==> src/rtl/axis_pkg.sv <==
// Shared helpers for the AXI4-Stream FIFO: pointer sizing and the beat vector layout.
// Beat layout, LSB first: tlast, tuser, tkeep, tdata.
package axis_pkg;

    localparam int AXIS_LAST_LSB = 0;
    localparam int AXIS_USER_LSB = 1;

    function automatic int axis_ptr_width(input int depth);
        return $clog2(depth) + 1;
    endfunction

    function automatic int axis_beat_width(input int data_bytes, input int user_bits);
        return data_bytes * 8 + data_bytes + user_bits + 1;
    endfunction

    function automatic int axis_keep_lsb(input int user_bits);
        return AXIS_USER_LSB + user_bits;
    endfunction

    function automatic int axis_data_lsb(input int data_bytes, input int user_bits);
        return axis_keep_lsb(user_bits) + data_bytes;
    endfunction

endpackage

==> src/rtl/axis_fifo_mem.sv <==
// Simple dual-port beat storage: synchronous write, asynchronous read (distributed-RAM style).
module axis_fifo_mem
    import axis_pkg::*;
#(
    parameter int WIDTH = 8,
    parameter int DEPTH = 16,
    localparam int AW   = $clog2(DEPTH)
) (
    input  logic             clock,
    input  logic             wr_en_i,
    input  logic [AW-1:0]    wr_addr_i,
    input  logic [WIDTH-1:0] wr_data_i,
    input  logic [AW-1:0]    rd_addr_i,
    output logic [WIDTH-1:0] rd_data_o
);

    logic [WIDTH-1:0] mem_q [DEPTH];

    // No reset on the array: contents are meaningless until written.
    always_ff @(posedge clock) begin
        if (wr_en_i) mem_q[wr_addr_i] <= wr_data_i;
    end

    assign rd_data_o = mem_q[rd_addr_i];

endmodule

==> src/rtl/axis_fifo.sv <==
// AXI4-Stream FIFO carrying tdata/tkeep/tuser/tlast with occupancy output.
// Define AXIS_FIFO_STORE_AND_FORWARD_EN to hold each packet until its tlast beat is stored.
module axis_fifo
    import axis_pkg::*;
#(
    parameter int DATA_WIDTH = 1,
    parameter int USER_WIDTH = 1,
    parameter int DEPTH      = 16
) (
    input  logic                       clock,
    input  logic                       aresetn,
    input  logic [DATA_WIDTH*8-1:0]    s_axis_tdata,
    input  logic [DATA_WIDTH-1:0]      s_axis_tkeep,
    input  logic [USER_WIDTH-1:0]      s_axis_tuser,
    input  logic                       s_axis_tlast,
    input  logic                       s_axis_tvalid,
    output logic                       s_axis_tready,
    output logic [DATA_WIDTH*8-1:0]    m_axis_tdata,
    output logic [DATA_WIDTH-1:0]      m_axis_tkeep,
    output logic [USER_WIDTH-1:0]      m_axis_tuser,
    output logic                       m_axis_tlast,
    output logic                       m_axis_tvalid,
    input  logic                       m_axis_tready,
    output logic [$clog2(DEPTH+1)-1:0] occupancy
);

    localparam int PW = axis_ptr_width(DEPTH);
    localparam int AW = PW - 1;
    localparam int OW = $clog2(DEPTH + 1);
    localparam int BW = axis_beat_width(DATA_WIDTH, USER_WIDTH);
    localparam int KL = axis_keep_lsb(USER_WIDTH);
    localparam int DL = axis_data_lsb(DATA_WIDTH, USER_WIDTH);

    logic [PW-1:0] wr_ptr_q, wr_ptr_d;
    logic [PW-1:0] rd_ptr_q, rd_ptr_d;
    logic [OW-1:0] occ_q, occ_d;
    logic          s_ready_q, s_ready_d;
    logic          wr_en, rd_en;
    logic [BW-1:0] wr_beat, rd_beat;

    assign wr_en   = s_axis_tvalid && s_ready_q;
    assign rd_en   = m_axis_tvalid && m_axis_tready;
    assign wr_beat = {s_axis_tdata, s_axis_tkeep, s_axis_tuser, s_axis_tlast};

    // Ready is registered from next-state occupancy, so the sink's tready never
    // reaches s_axis_tready combinationally.
    always_comb begin
        wr_ptr_d  = wr_ptr_q + PW'(wr_en);
        rd_ptr_d  = rd_ptr_q + PW'(rd_en);
        occ_d     = OW'(wr_ptr_d - rd_ptr_d);
        s_ready_d = occ_d < OW'(DEPTH);
    end

    always_ff @(posedge clock or negedge aresetn) begin
        if (!aresetn) begin
            wr_ptr_q  <= '0;
            rd_ptr_q  <= '0;
            occ_q     <= '0;
            s_ready_q <= 1'b0;
        end else begin
            wr_ptr_q  <= wr_ptr_d;
            rd_ptr_q  <= rd_ptr_d;
            occ_q     <= occ_d;
            s_ready_q <= s_ready_d;
        end
    end

`ifdef AXIS_FIFO_STORE_AND_FORWARD_EN
    logic [PW-1:0] commit_ptr_q, commit_ptr_d;
    logic          full;

    assign full = (wr_ptr_q[PW-1] != rd_ptr_q[PW-1]) && (wr_ptr_q[AW-1:0] == rd_ptr_q[AW-1:0]);

    // A packet longer than the FIFO can never see its tlast stored; once full with
    // nothing committed, release what is stored so the writer can make progress.
    always_comb begin
        commit_ptr_d = commit_ptr_q;
        if (wr_en && s_axis_tlast)
            commit_ptr_d = wr_ptr_q + PW'(1);
        else if (full && (rd_ptr_q == commit_ptr_q))
            commit_ptr_d = wr_ptr_q;
    end

    always_ff @(posedge clock or negedge aresetn) begin
        if (!aresetn) commit_ptr_q <= '0;
        else          commit_ptr_q <= commit_ptr_d;
    end

    assign m_axis_tvalid = rd_ptr_q != commit_ptr_q;
`else
    assign m_axis_tvalid = rd_ptr_q != wr_ptr_q;
`endif

    axis_fifo_mem #(
        .WIDTH (BW),
        .DEPTH (DEPTH)
    ) u_mem (
        .clock     (clock),
        .wr_en_i   (wr_en),
        .wr_addr_i (wr_ptr_q[AW-1:0]),
        .wr_data_i (wr_beat),
        .rd_addr_i (rd_ptr_q[AW-1:0]),
        .rd_data_o (rd_beat)
    );

    assign m_axis_tlast  = rd_beat[AXIS_LAST_LSB];
    assign m_axis_tuser  = rd_beat[AXIS_USER_LSB +: USER_WIDTH];
    assign m_axis_tkeep  = rd_beat[KL +: DATA_WIDTH];
    assign m_axis_tdata  = rd_beat[DL +: DATA_WIDTH*8];
    assign s_axis_tready = s_ready_q;
    assign occupancy     = occ_q;

endmodule
==> config.mk <==
export PLATFORM = sky130hd
export DESIGN_NAME = axis_fifo
export DESIGN_NICKNAME = d
export VERILOG_FILES = /design/src/rtl/axis_pkg.sv /design/src/rtl/axis_fifo_mem.sv /design/src/rtl/axis_fifo.sv
export SDC_FILE = /design/constraint.sdc
export NUM_CORES = 1
export LEC_CHECK = 0
export BUFFER_PORTS_ARGS = -buffer_cell sky130_fd_sc_hd__buf_2
export CAP_MARGIN = 20
export CORE_MARGIN = 3
export CORE_UTILIZATION = 35
export CTS_CLUSTER_DIAMETER = 150
export CTS_CLUSTER_SIZE = 20
export DETAILED_ROUTE_END_ITERATION = 16
export PLACE_DENSITY_LB_ADDON = 0.12
export SLEW_MARGIN = 40
export SYNTH_ARGS = -nofsm -noshare
export SYNTH_HDL_FRONTEND = slang
export SYNTH_SLANG_ARGS = --single-unit
==> constraint.sdc <==
create_clock -name clock -period 3.5 [get_ports clock]
set_input_delay 0.525 -clock clock [delete_from_list [all_inputs] [get_ports clock]]
set_output_delay 0.525 -clock clock [all_outputs]
set_load 0.01 [all_outputs]
==> out/qor.csv, run 1 <==
stage,metric,value,unit
outcome,status,completed,
global_routing,grt_pass1_wl,26200,um
global_routing,antenna_found_initial,0,
worst_setup_path,crit_buf_inv,3,
yosys,synth_most_common_cell,edfxtp_1,
clock_tree,cts_buffers,17,
power_and_ir_drop,power_density,836,nW/um^2
clock_tree,cts_tree,done,
power_and_ir_drop,power_leakage,3.11,nW
yosys,synth_area,7780,sq um
yosys,yosys_register_bits,192,
die,start_util,36.3,%
timing,fin_setup_tns,0,ps
timing,finalCritPeriodShare,89.2,%
finish,drive_gt1_share,28.1,%
die,coreArea,21400,sq um
worst_setup_path,slowest_stage,clkinv_1,
die,dieArea,24100,sq um
yosys,syn_area_per_cell,19.0,sq um
route,drt-vias-per-instance,5.04,
run,cap_violations,0,
route,drc,0,
worst_setup_path,cp_top_family,buffers and inverters,
clock_tree,cts-resized-gates,0,
yosys,synth_edf_count,176,
yosys,async_reset_ff_share,8.33,%
finish,area_growth,14.7,%
clock_tree,cts_sinks,192,
yosys,yosys-top-cells-count,"edfxtp_1, mux2i_1, mux4_2",
route,wirelength,17500,um
route,vias,3770,
clock_tree,clk_pin_slew,70,ps
timing,min_period,3120,ps
worst_setup_path,critPathMaxStageDelay,640,ps
finish,n_fill_cell,1919,
hold_path,holdCritPathClass,in -> async,
yosys,synthCells,410,
timing,setup_violations,0,
worst_setup_path,required,2970,ps
die,die_x,155,um
global_routing,gr-total-overflow,0,
worst_setup_path,crit_chain,"buf_4, clkinv_1, a221oi_2, o21ai_0, nand2_1, buf_2",
placed_design,gp_congestion,0.745,
worst_setup_path,critical_path.endpoint_type,output pin,
die,ioPinCount,33,
worst_setup_path,cp.arrival,2600,ps
worst_setup_path,r2r_slack,720,ps
clock_tree,worstSkewPairLatency,430,ps
yosys,synth_flop_cell,edfxtp_1,
worst_setup_path,crit_path_max_fanout,13,
timing,whs,8.69,ps
timing,clock.fmax,320,MHz
yosys,yosys.area.top_type,edfxtp_1,
placed_design,numPortBuffers,32,
timing,slew_headroom,46.9,%
route,wire_per_inst,23.4,um
global_routing,grt_usage,15.2,%
yosys,synth_area_leaders,"edfxtp_1, mux4_2, mux2i_1",
yosys,ys_seq_area_share,73.1,%
route,ant_nets,0,
global_routing,grt_pass1_vias,3932,
global_routing,grt_max_degree,68,
clock_tree,cts_buffer_depth,2,
clock_tree,htree_levels,4,
yosys,synth_warnings,0,
die,fp-row-count,53,
timing,drv_slew,0,
route,drt_pre_antenna_iters,4,
power_and_ir_drop,ir_drop,0.407,mV
placed_design,hpwl,11300,um
finish,nNetsFinal,485,
finish,diodes,0,
clock_tree,cts_setup_buffers,0,
timing,rsz0062_at_grt,no,
worst_setup_path,cp-start-kind,flip-flop,
route,initialDrtViolationCount,180,
timing,hold_viol_final,0,
timing,fin_skew,8.83,ps
clock_tree,cts-hold-fix-buffers,0,
worst_setup_path,worstSetupPathType,reg -> out,
yosys,synth.distinct_cells,32,
clock_tree,root_buffer,clkbuf_16,
die,die_y,155,um
yosys,syn-num-nets,434,
yosys,yosysTopAreaCellShare,67.9,%
timing,tightest_slew,792,ps
-- state kept, by name, indices dropped and copies added (netlist names) --
signal         count
rd_ptr_q           5
wr_ptr_q           5
occupancy          5
u_mem.mem_q      176
s_axis_tready      1
-- layer usage --
| metal | vias up | track usage, % | wire (um) |
|---|---|---|---|
| li1 | 1728 | - | - |
| met1 | 1994 | 20.8 | 8130 |
| met2 | 40 | 24.7 | 8810 |
| met3 | 8 | 3.48 | 453 |
| met4 | 0 | 3.91 | 146 |
| met5 | - | 0 | 0 |
-- worst register-to-register path: stages, from the launching register on --
cell and delay, ps:
dfrtp_1 530, xor2_1 210, nor3_1 190, nand3_1 100, and2_1 180, ha_1 190, ha_1 330, fa_1 480
inv_1 70, a21o_1 120, a21oi_1 100, xor2_1 170
-- cell families (layout without fill, tap and decap cells) --
group / count (synthesis) / in the layout / share of synthesized area [%]
AOI/OAI and AO/OA: 48 / 48 / 5.77
xor gates and xnor gates: 16 / 16 / 1.80
adders and majority gates: 9 / 9 / 1.54
buffers and inverters: 35 / 98 / 3.07
DFF: 192 / 192 / 73.1
muxes: 66 / 66 / 12.0
and+or+nand+nor: 44 / 44 / 2.70
-- worst paths after layout --
kind / from / endpoint / depth (start not counted)
max in group asynchronous: aresetn / rd_ptr_q[0] / 1
min reg2reg: rd_ptr_q[4] / rd_ptr_q[4] / 1
max reg2reg: wr_ptr_q[0] / s_axis_tready / 11
min: aresetn / occupancy[2] / 1
min in group clock: s_axis_tdata[1] / u_mem.mem_q[11][4] / 1
max: rd_ptr_q[3] / m_axis_tlast / 6
-- area by class of cell --
class / instances / area, sq um / area share, %
clock buffers: 17 / 425 / 4.77
clock inverters: 14 / 180 / 2.02
inverters: 10 / 37.5 / 0.420
multi-input cells: 183 / 1890 / 21.2
flip-flops and latches: 192 / 5690 / 63.7
well taps: 275 / 344 / 3.85
repair buffers: 57 / 360 / 4.04
-- layout by cell type, fill, tap and decap left out, types with 5 or more instances in the layout --
master       n
dfrtp_1     15
xor2_1       5
clkbuf_16   17
edfxtp_1   176
a221oi_1     7
nand3_1      5
a22oi_1     11
inv_1        9
buf_2       32
a221oi_2    15
nand2_1     13
ha_1         8
o21ai_0     10
mux2i_1     44
nor2_1      11
buf_4       24
xnor2_1     11
mux4_2      22
-- through the flow --
| stage | cell area [sq um] | setup WS [ps] | std cells | power [mW] | util [%] |
|---|---|---|---|---|---|
| floorplan | 7780 | 572 | 410 | 4.84 | - |
| global placement | 8310 | 815 | 717 | 5.58 | 38.8 |
| detailed placement | 8310 | 765 | 717 | 5.58 | 38.8 |
| CTS | 8920 | 422 | 748 | 7.58 | 41.6 |
| global route | 8930 | 184 | 748 | 7.86 | 41.7 |
| finish | 8930 | 379 | 748 | 7.46 | 41.7 |
-- power by group --
| group | internal (mW) | switching [mW] |
|---|---|---|
| Clock | 1.14 | 0.849 |
| Sequential | 2.73 | 0.137 |
| Combinational | 1.09 | 1.52 |
No activity file was read; power rests on OpenSTA's default activity.
==> run 2, diff against run 1 <==
--- a/config.mk
+++ b/config.mk
@@ -9,6 +9,7 @@
 export CAP_MARGIN = 20
 export CORE_MARGIN = 3
 export CORE_UTILIZATION = 35
+export CTS_BUF_LIST = sky130_fd_sc_hd__clkbuf_4 sky130_fd_sc_hd__clkbuf_8
 export CTS_CLUSTER_DIAMETER = 150
 export CTS_CLUSTER_SIZE = 20
 export DETAILED_ROUTE_END_ITERATION = 16
==> run 2 against run 1 <==
Against the previous run: sequential cell count stayed put; maximum frequency is 2.6% lower; clock skew is 0.63 ps higher; sequential power hardly changed.
==> out/qor.csv, run 2 (same netlist as run 1, synthesis figures left out) <==
stage,metric,value,unit,change
die,ioPinCount,33,,unchanged
run,cap_violations,0,,unchanged
finish,area_growth,12.4,%,
power_and_ir_drop,power_density,799,nW/um^2,-4.4%
worst_setup_path,r2r_slack,710,ps,about the same
timing,clock.fmax,312,MHz,-2.6%
timing,finalCritPeriodShare,91.5,%,+2.3 points
worst_setup_path,crit_path_max_fanout,13,,unchanged
worst_setup_path,cp-endpoint,m_axis_tdata[7],,
route,wirelength,17600,um,+0.42%
worst_setup_path,required,2970,ps,about the same
die,coreArea,21400,sq um,unchanged
worst_setup_path,cp-start-kind,flip-flop,,
timing,rsz0062_at_grt,no,,
worst_setup_path,critPathMaxStageDelay,670,ps,+30 ps
route,drt-vias-per-instance,5.09,,+0.95%
route,drc,0,,unchanged
global_routing,grt_usage,15.2,%,-0.018 points
finish,mostFrequentLayoutCells,"edfxtp_1, mux2i_1, buf_2",,
clock_tree,clk_pin_slew,100,ps,+30 ps
route,drt_pre_antenna_iters,4,,unchanged
clock_tree,cts_sinks,192,,unchanged
clock_tree,htree_levels,4,,unchanged
placed_design,hpwl,11300,um,unchanged
timing,tightest_slew,792,ps,+0.105 ps
route,ant_nets,0,,unchanged
finish,largest_register_ffs,176,,unchanged
die,dieArea,24100,sq um,unchanged
clock_tree,worstSkewPairLatency,460,ps,+30 ps
timing,fin_setup_tns,0,ps,unchanged
power_and_ir_drop,p_total,6.99,mW,-6.3%
power_and_ir_drop,power_leakage,3.03,nW,-2.7%
power_and_ir_drop,ir_drop,0.408,mV,+0.13%
route,vias,3811,,+1.1%
outcome,status,completed,,
worst_setup_path,slowest_stage,clkinv_1,,
worst_setup_path,worstReg2RegEnd,s_axis_tready,,
global_routing,grt_pass1_wl,26200,um,-0.13%
finish,final_cells,749,,+0.13%
timing,fin_skew,9.46,ps,+0.632 ps
timing,drv_slew,0,,unchanged
worst_setup_path,critical_path.endpoint_type,output pin,,
global_routing,antenna_found_initial,0,,unchanged
worst_setup_path,r2r_start,wr_ptr_q[0],,
hold_path,holdCritPathClass,in -> reg,,
die,die_y,155,um,unchanged
timing,hold_viol_final,0,,unchanged
timing,slew_headroom,46.9,%,about the same
clock_tree,cts_buffers,17,,unchanged
finish,largest-register,u_mem.mem_q,,
timing,min_period,3200,ps,+82.0 ps
clock_tree,root_buffer,clkbuf_8,,
route,wire_per_inst,23.5,um,+0.28%
worst_setup_path,reg2reg_depth,11,,unchanged
placed_design,dp_slack,765,ps,unchanged
die,start_util,36.3,%,unchanged
worst_setup_path,worstSetupPathType,reg -> out,,
global_routing,gr-total-overflow,0,,unchanged
die,die_x,155,um,unchanged
clock_tree,cts_buffer_depth,2,,unchanged
route,initialDrtViolationCount,174,,-3.3%
finish,layout_commonest_cell,edfxtp_1,,
finish,diodes,0,,unchanged
worst_setup_path,cp_top_family,buffers and inverters,,
finish,n_fill_cell,1931,,+0.63%
timing,setup_violations,0,,unchanged
worst_setup_path,crit_buf_inv,3,,unchanged
clock_tree,cts_tree,done,,
global_routing,grt_max_degree,68,,unchanged
worst_setup_path,path_depth,6,,unchanged
die,fp-row-count,53,,unchanged
placed_design,gp_congestion,0.745,,unchanged
worst_setup_path,startpoint,rd_ptr_q[3],,
global_routing,grt_pass1_vias,3908,,-0.61%
placed_design,dp_cells,717,,unchanged
finish,nNetsFinal,486,,+0.21%
timing,final.setup.worst_slack,297,ps,-82.0 ps
finish,drive_gt1_share,28.1,%,-0.059 points
worst_setup_path,cp.arrival,2680,ps,+80 ps
placed_design,numPortBuffers,32,,unchanged
clock_tree,cts_setup_buffers,0,,unchanged
worst_setup_path,crit_chain,"buf_4, clkinv_1, a221oi_1, o21ai_0, nand2_1, buf_2",,
clock_tree,cts-resized-gates,0,,unchanged
## run 2: layer usage
layer | vias to the layer above | routed length, um | GRT usage, %
li1 | 1732 | - | -
met1 | 2019 | 7990 | 20.8
met2 | 51 | 8830 | 24.8
met3 | 9 | 604 | 3.62
met4 | 0 | 181 | 3.28
met5 | - | 0 | 0
## run 2: how the worst min path moves through the flow
| stage | from | endpoint | cells past startpoint |
|---|---|---|---|
| after floorplan | aresetn | occupancy[0] | 0 |
| after global placement | aresetn | occupancy[0] | 1 |
| after detailed placement | aresetn | occupancy[1] | 1 |
| after CTS | s_axis_tdata[0] | u_mem.mem_q[5][3] | 1 |
| after global routing | s_axis_tdata[1] | u_mem.mem_q[15][4] | 1 |
| final | s_axis_tkeep | u_mem.mem_q[12][2] | 1 |
## run 2: cell type report
cell class / instances / area, sq um / area share, %
sequential: 192 / 5690 / 65.1
multi-input combinational: 183 / 1890 / 21.6
timing repair buffer: 58 / 370 / 4.23
tap: 275 / 344 / 3.93
clock buffer: 17 / 234 / 2.68
clock inverter: 14 / 180 / 2.06
inverter: 10 / 37.5 / 0.429
## run 2: worst register-to-register path: stages (launching register included)
cell     delay (ps)
dfrtp_1         540
xor2_1          210
nor3_1          190
nand3_1         100
and2_1          180
ha_1            190
ha_1            330
fa_1            480
inv_1            70
a21o_1          120
a21oi_1         100
xor2_1          170
## run 2: through the flow
stage	util (%)	hold WS, ps	area, sq um
floorplan	-	229	7780
global placement	38.8	462	8310
detailed placement	38.8	463	8310
CTS	40.8	416	8740
global route	40.8	415	8750
finish	40.8	438	8750
## run 2: repair_timing
item / 4_1_cts / 5_1_grt
setup endpoints to repair: 0 / 0
hold buffers: 1 / 0
hold endpoints to repair: 16 / 0
## run 2: power by group
| part | switching (mW) | internal [mW] |
|---|---|---|
| combinational | 1.52 | 1.09 |
| sequential | 0.135 | 2.73 |
| clock | 0.794 | 0.717 |
==> run 3, diff against run 2 <==
--- a/config.mk
+++ b/config.mk
@@ -5,6 +5,7 @@
 export SDC_FILE = /design/constraint.sdc
 export NUM_CORES = 1
 export LEC_CHECK = 0
+export ABC_AREA = 1
 export BUFFER_PORTS_ARGS = -buffer_cell sky130_fd_sc_hd__buf_2
 export CAP_MARGIN = 20
 export CORE_MARGIN = 3
==> run 3 against run 2 <==
Against the previous run: synthesized area up 4.1%; setup slack got worse by 32 ps; clock power about the same; hold slack better by 11 ps; register-to-register slack lost 140 ps; synthesized cell count is 77% higher; clock skew increased by 5.0 ps; sequential share of layout area fell by 2.0 points; final area is 3.1% higher; power is 7.2% higher; critical path type unchanged.
==> out/qor.csv, run 3 <==
stage,metric,value,unit,change
outcome,status,completed,,
power_and_ir_drop,p_total,7.49,mW,+7.2%
global_routing,grtUsageMet2,27.0,%,+2.2 points
finish,nNetsFinal,791,,+63%
global_routing,grt_pass1_vias,4904,,+25%
yosys,synth.distinct_cells,25,,-22%
global_routing,grt.busiest_layer,met2,,
global_routing,antenna_found_initial,1,,+1
global_routing,grt_max_degree,49,,-28%
timing,finalCritPeriodShare,92.4,%,+0.90 points
clock_tree,worstSkewPairLatency,450,ps,about the same
global_routing,gr-total-overflow,0,,unchanged
finish,utilization,39.7,%,-1.1 points
die,ioPinCount,33,,unchanged
placed_design,gp_congestion,0.803,,+7.9%
yosys,yosys_register_bits,192,,unchanged
route,vias,5247,,+38%
route,ant_nets,0,,unchanged
clock_tree,cts_setup_buffers,0,,unchanged
die,die_y,158,um,+1.9%
global_routing,grt_pass1_wl,30200,um,+16%
route,drt-vias-per-instance,4.93,,-3.2%
yosys,ys_seq_area_share,70.2,%,-2.8 points
timing,whs,448,ps,+10.6 ps
power_and_ir_drop,power_density,831,nW/um^2,+4.0%
clock_tree,cts_buffer_depth,2,,unchanged
yosys,synth_edf_count,176,,unchanged
clock_tree,root_buffer,clkbuf_8,,
die,start_util,35.6,%,-0.67 points
yosys,synth_warnings,0,,unchanged
finish,area_growth,11.3,%,
hold_path,holdCritPathClass,in -> reg,,
placed_design,numPortBuffers,32,,unchanged
global_routing,use_met3,2.71,%,-0.91 points
timing,min_period,3230,ps,+31.6 ps
power_and_ir_drop,ir_drop,0.614,mV,+51%
clock_tree,clk_pin_slew,100,ps,about the same
timing,hold_viol_final,0,,unchanged
worst_setup_path,cp-start-kind,flip-flop,,
placed_design,dp_slack,623,ps,-142 ps
worst_setup_path,critical_path.endpoint_type,output pin,,
timing,rsz0062_at_grt,no,,
global_routing,grt_usage,16.6,%,+1.4 points
yosys,synth_area,8100,sq um,+4.1%
clock_tree,cts_buffers,17,,unchanged
worst_setup_path,cp.arrival,2710,ps,+30 ps
timing,drv_slew,0,,unchanged
yosys,synthCells,724,,+77%
die,dieArea,25000,sq um,+3.9%
route,drc,0,,unchanged
finish,largest-register,u_mem.mem_q,,
timing,setup_violations,0,,unchanged
global_routing,use_met1,23.3,%,+2.6 points
yosys,synth_most_common_cell,nand2_1,,
power_and_ir_drop,power_leakage,3.46,nW,+14%
route,initialDrtViolationCount,471,,+170%
yosys,synth_flop_cell,edfxtp_1,,
clock_tree,cts-resized-gates,0,,unchanged
timing,slew_headroom,51.9,%,+4.9 points
run,cap_violations,0,,unchanged
worst_setup_path,worstSetupPathType,reg -> out,,
yosys,async_reset_ff_share,8.33,%,unchanged
finish,drive_gt1_share,12.3,%,-16 points
worst_setup_path,required,2970,ps,about the same
route,wire_per_inst,18.9,um,-20%
finish,multiInputGateArea,2090,sq um,+10%
yosys,syn-num-nets,748,,+72%
timing,tightest_slew,719,ps,-73.2 ps
route,wirelength,20100,um,+14%
finish,mostFrequentLayoutCells,"nand2_1, edfxtp_1, nor2_1",,
timing,clock.fmax,309,MHz,-0.98%
yosys,syn_area_per_cell,11.2,sq um,-41%
yosys,yosysTopAreaCellShare,65.3,%,-2.6 points
yosys,yosys.area.top_type,edfxtp_1,,
clock_tree,htree_levels,4,,unchanged
clock_tree,cts_tree,done,,
worst_setup_path,crit_path_max_fanout,24,,+11
route,drt_pre_antenna_iters,5,,+1
placed_design,hpwl,12300,um,+9.1%
yosys,synth_area_leaders,"edfxtp_1, nand2_1, dfrtp_1",,
timing,fin_skew,14.5,ps,+5.01 ps
die,die_x,158,um,+1.9%
finish,largest_register_ffs,176,,unchanged
timing,fin_setup_tns,0,ps,unchanged
finish,diodes,0,,unchanged
die,coreArea,22700,sq um,+6.0%
timing,final.setup.worst_slack,266,ps,-31.6 ps
yosys,yosys-top-cells-count,"nand2_1, edfxtp_1, nor2_1",,
finish,seq_area,5690,sq um,about the same
clock_tree,cts_sinks,192,,unchanged
finish,n_fill_cell,2184,,+13%
die,fp-row-count,55,,+3.8%
finish,layout_commonest_cell,nand2_1,,
## run 3: changes by cell type after synthesis, moves of 15 or more
cell,delta
mux4_2,-22
nand3_1,+71
mux2i_1,-44
nor2_1,+72
a221oi_2,-15
a21oi_1,+22
nand2_1,+227
## run 3: final timing paths
kind	endpoint	start	slack, ps	cells past startpoint
min	u_mem.mem_q[15][2]	s_axis_tkeep	450	1
max	m_axis_tdata[4]	rd_ptr_q[2]	270	9
max in group asynchronous	rd_ptr_q[0]	aresetn	2720	2
min in group asynchronous	occupancy[1]	aresetn	490	2
min reg2reg	wr_ptr_q[4]	wr_ptr_q[4]	600	2
max reg2reg	s_axis_tready	rd_ptr_q[2]	570	16
## run 3: timing repair
item,4_1_cts,5_1_grt
hold buffers,1,0
endpoints found under the hold margin,16,0
setup endpoints to repair,0,4
## run 3: per-stage QoR
step / cell area [sq um] / instances
2_1_floorplan: 8100 / 724
3_3_place_gp: 8570 / 1031
3_5_place_dp: 8580 / 1031
4_1_cts: 9010 / 1064
5_1_grt: 9010 / 1065
6_report: 9010 / 1065
## run 3: final cells by class
cell class                      instances  area share [%]
Timing Repair Buffer                   60            4.14
Inverter                               23           0.986
Clock buffer                           18            2.68
Multi-Input combinational cell        473            23.2
Tap cell                              285            3.96
Clock inverter                         14            1.99
Sequential cell                       192            63.1
## run 3: routing by layer
metal	vias to the layer above	part of all wire (%)	wire (um)
met5	-	0	0
met4	0	1.1	231
met3	15	4.0	795
met2	116	49	9750
met1	2572	46	9320
li1	2544	-	-
## run 3: cell families after synthesis
group / count (synthesis) / share of synthesized area [%]
compound gates: 48 / 3.00
xor+xnor: 8 / 0.866
fa+ha+maj: 9 / 1.48
buf+inv: 60 / 4.08
flops: 192 / 70.2
simple gates: 407 / 20.3
## run 3: critical path, stage by stage, from the launching register on
cell     delay, ps
dfrtp_1        690
inv_1          120
buf_4          280
nor2_2         580
nand3_1        140
nand2_1         90
nor2_1          50
nand2_1         60
nand2_1         70
buf_2          140
## run 3: report_power, final
part | switching, mW | total, mW | internal [mW]
combinational | 2.07 | 3.05 | 0.982
clock | 0.793 | 1.52 | 0.729
sequential | 0.164 | 2.92 | 2.75
total | 3.03 | 7.49 | 4.46
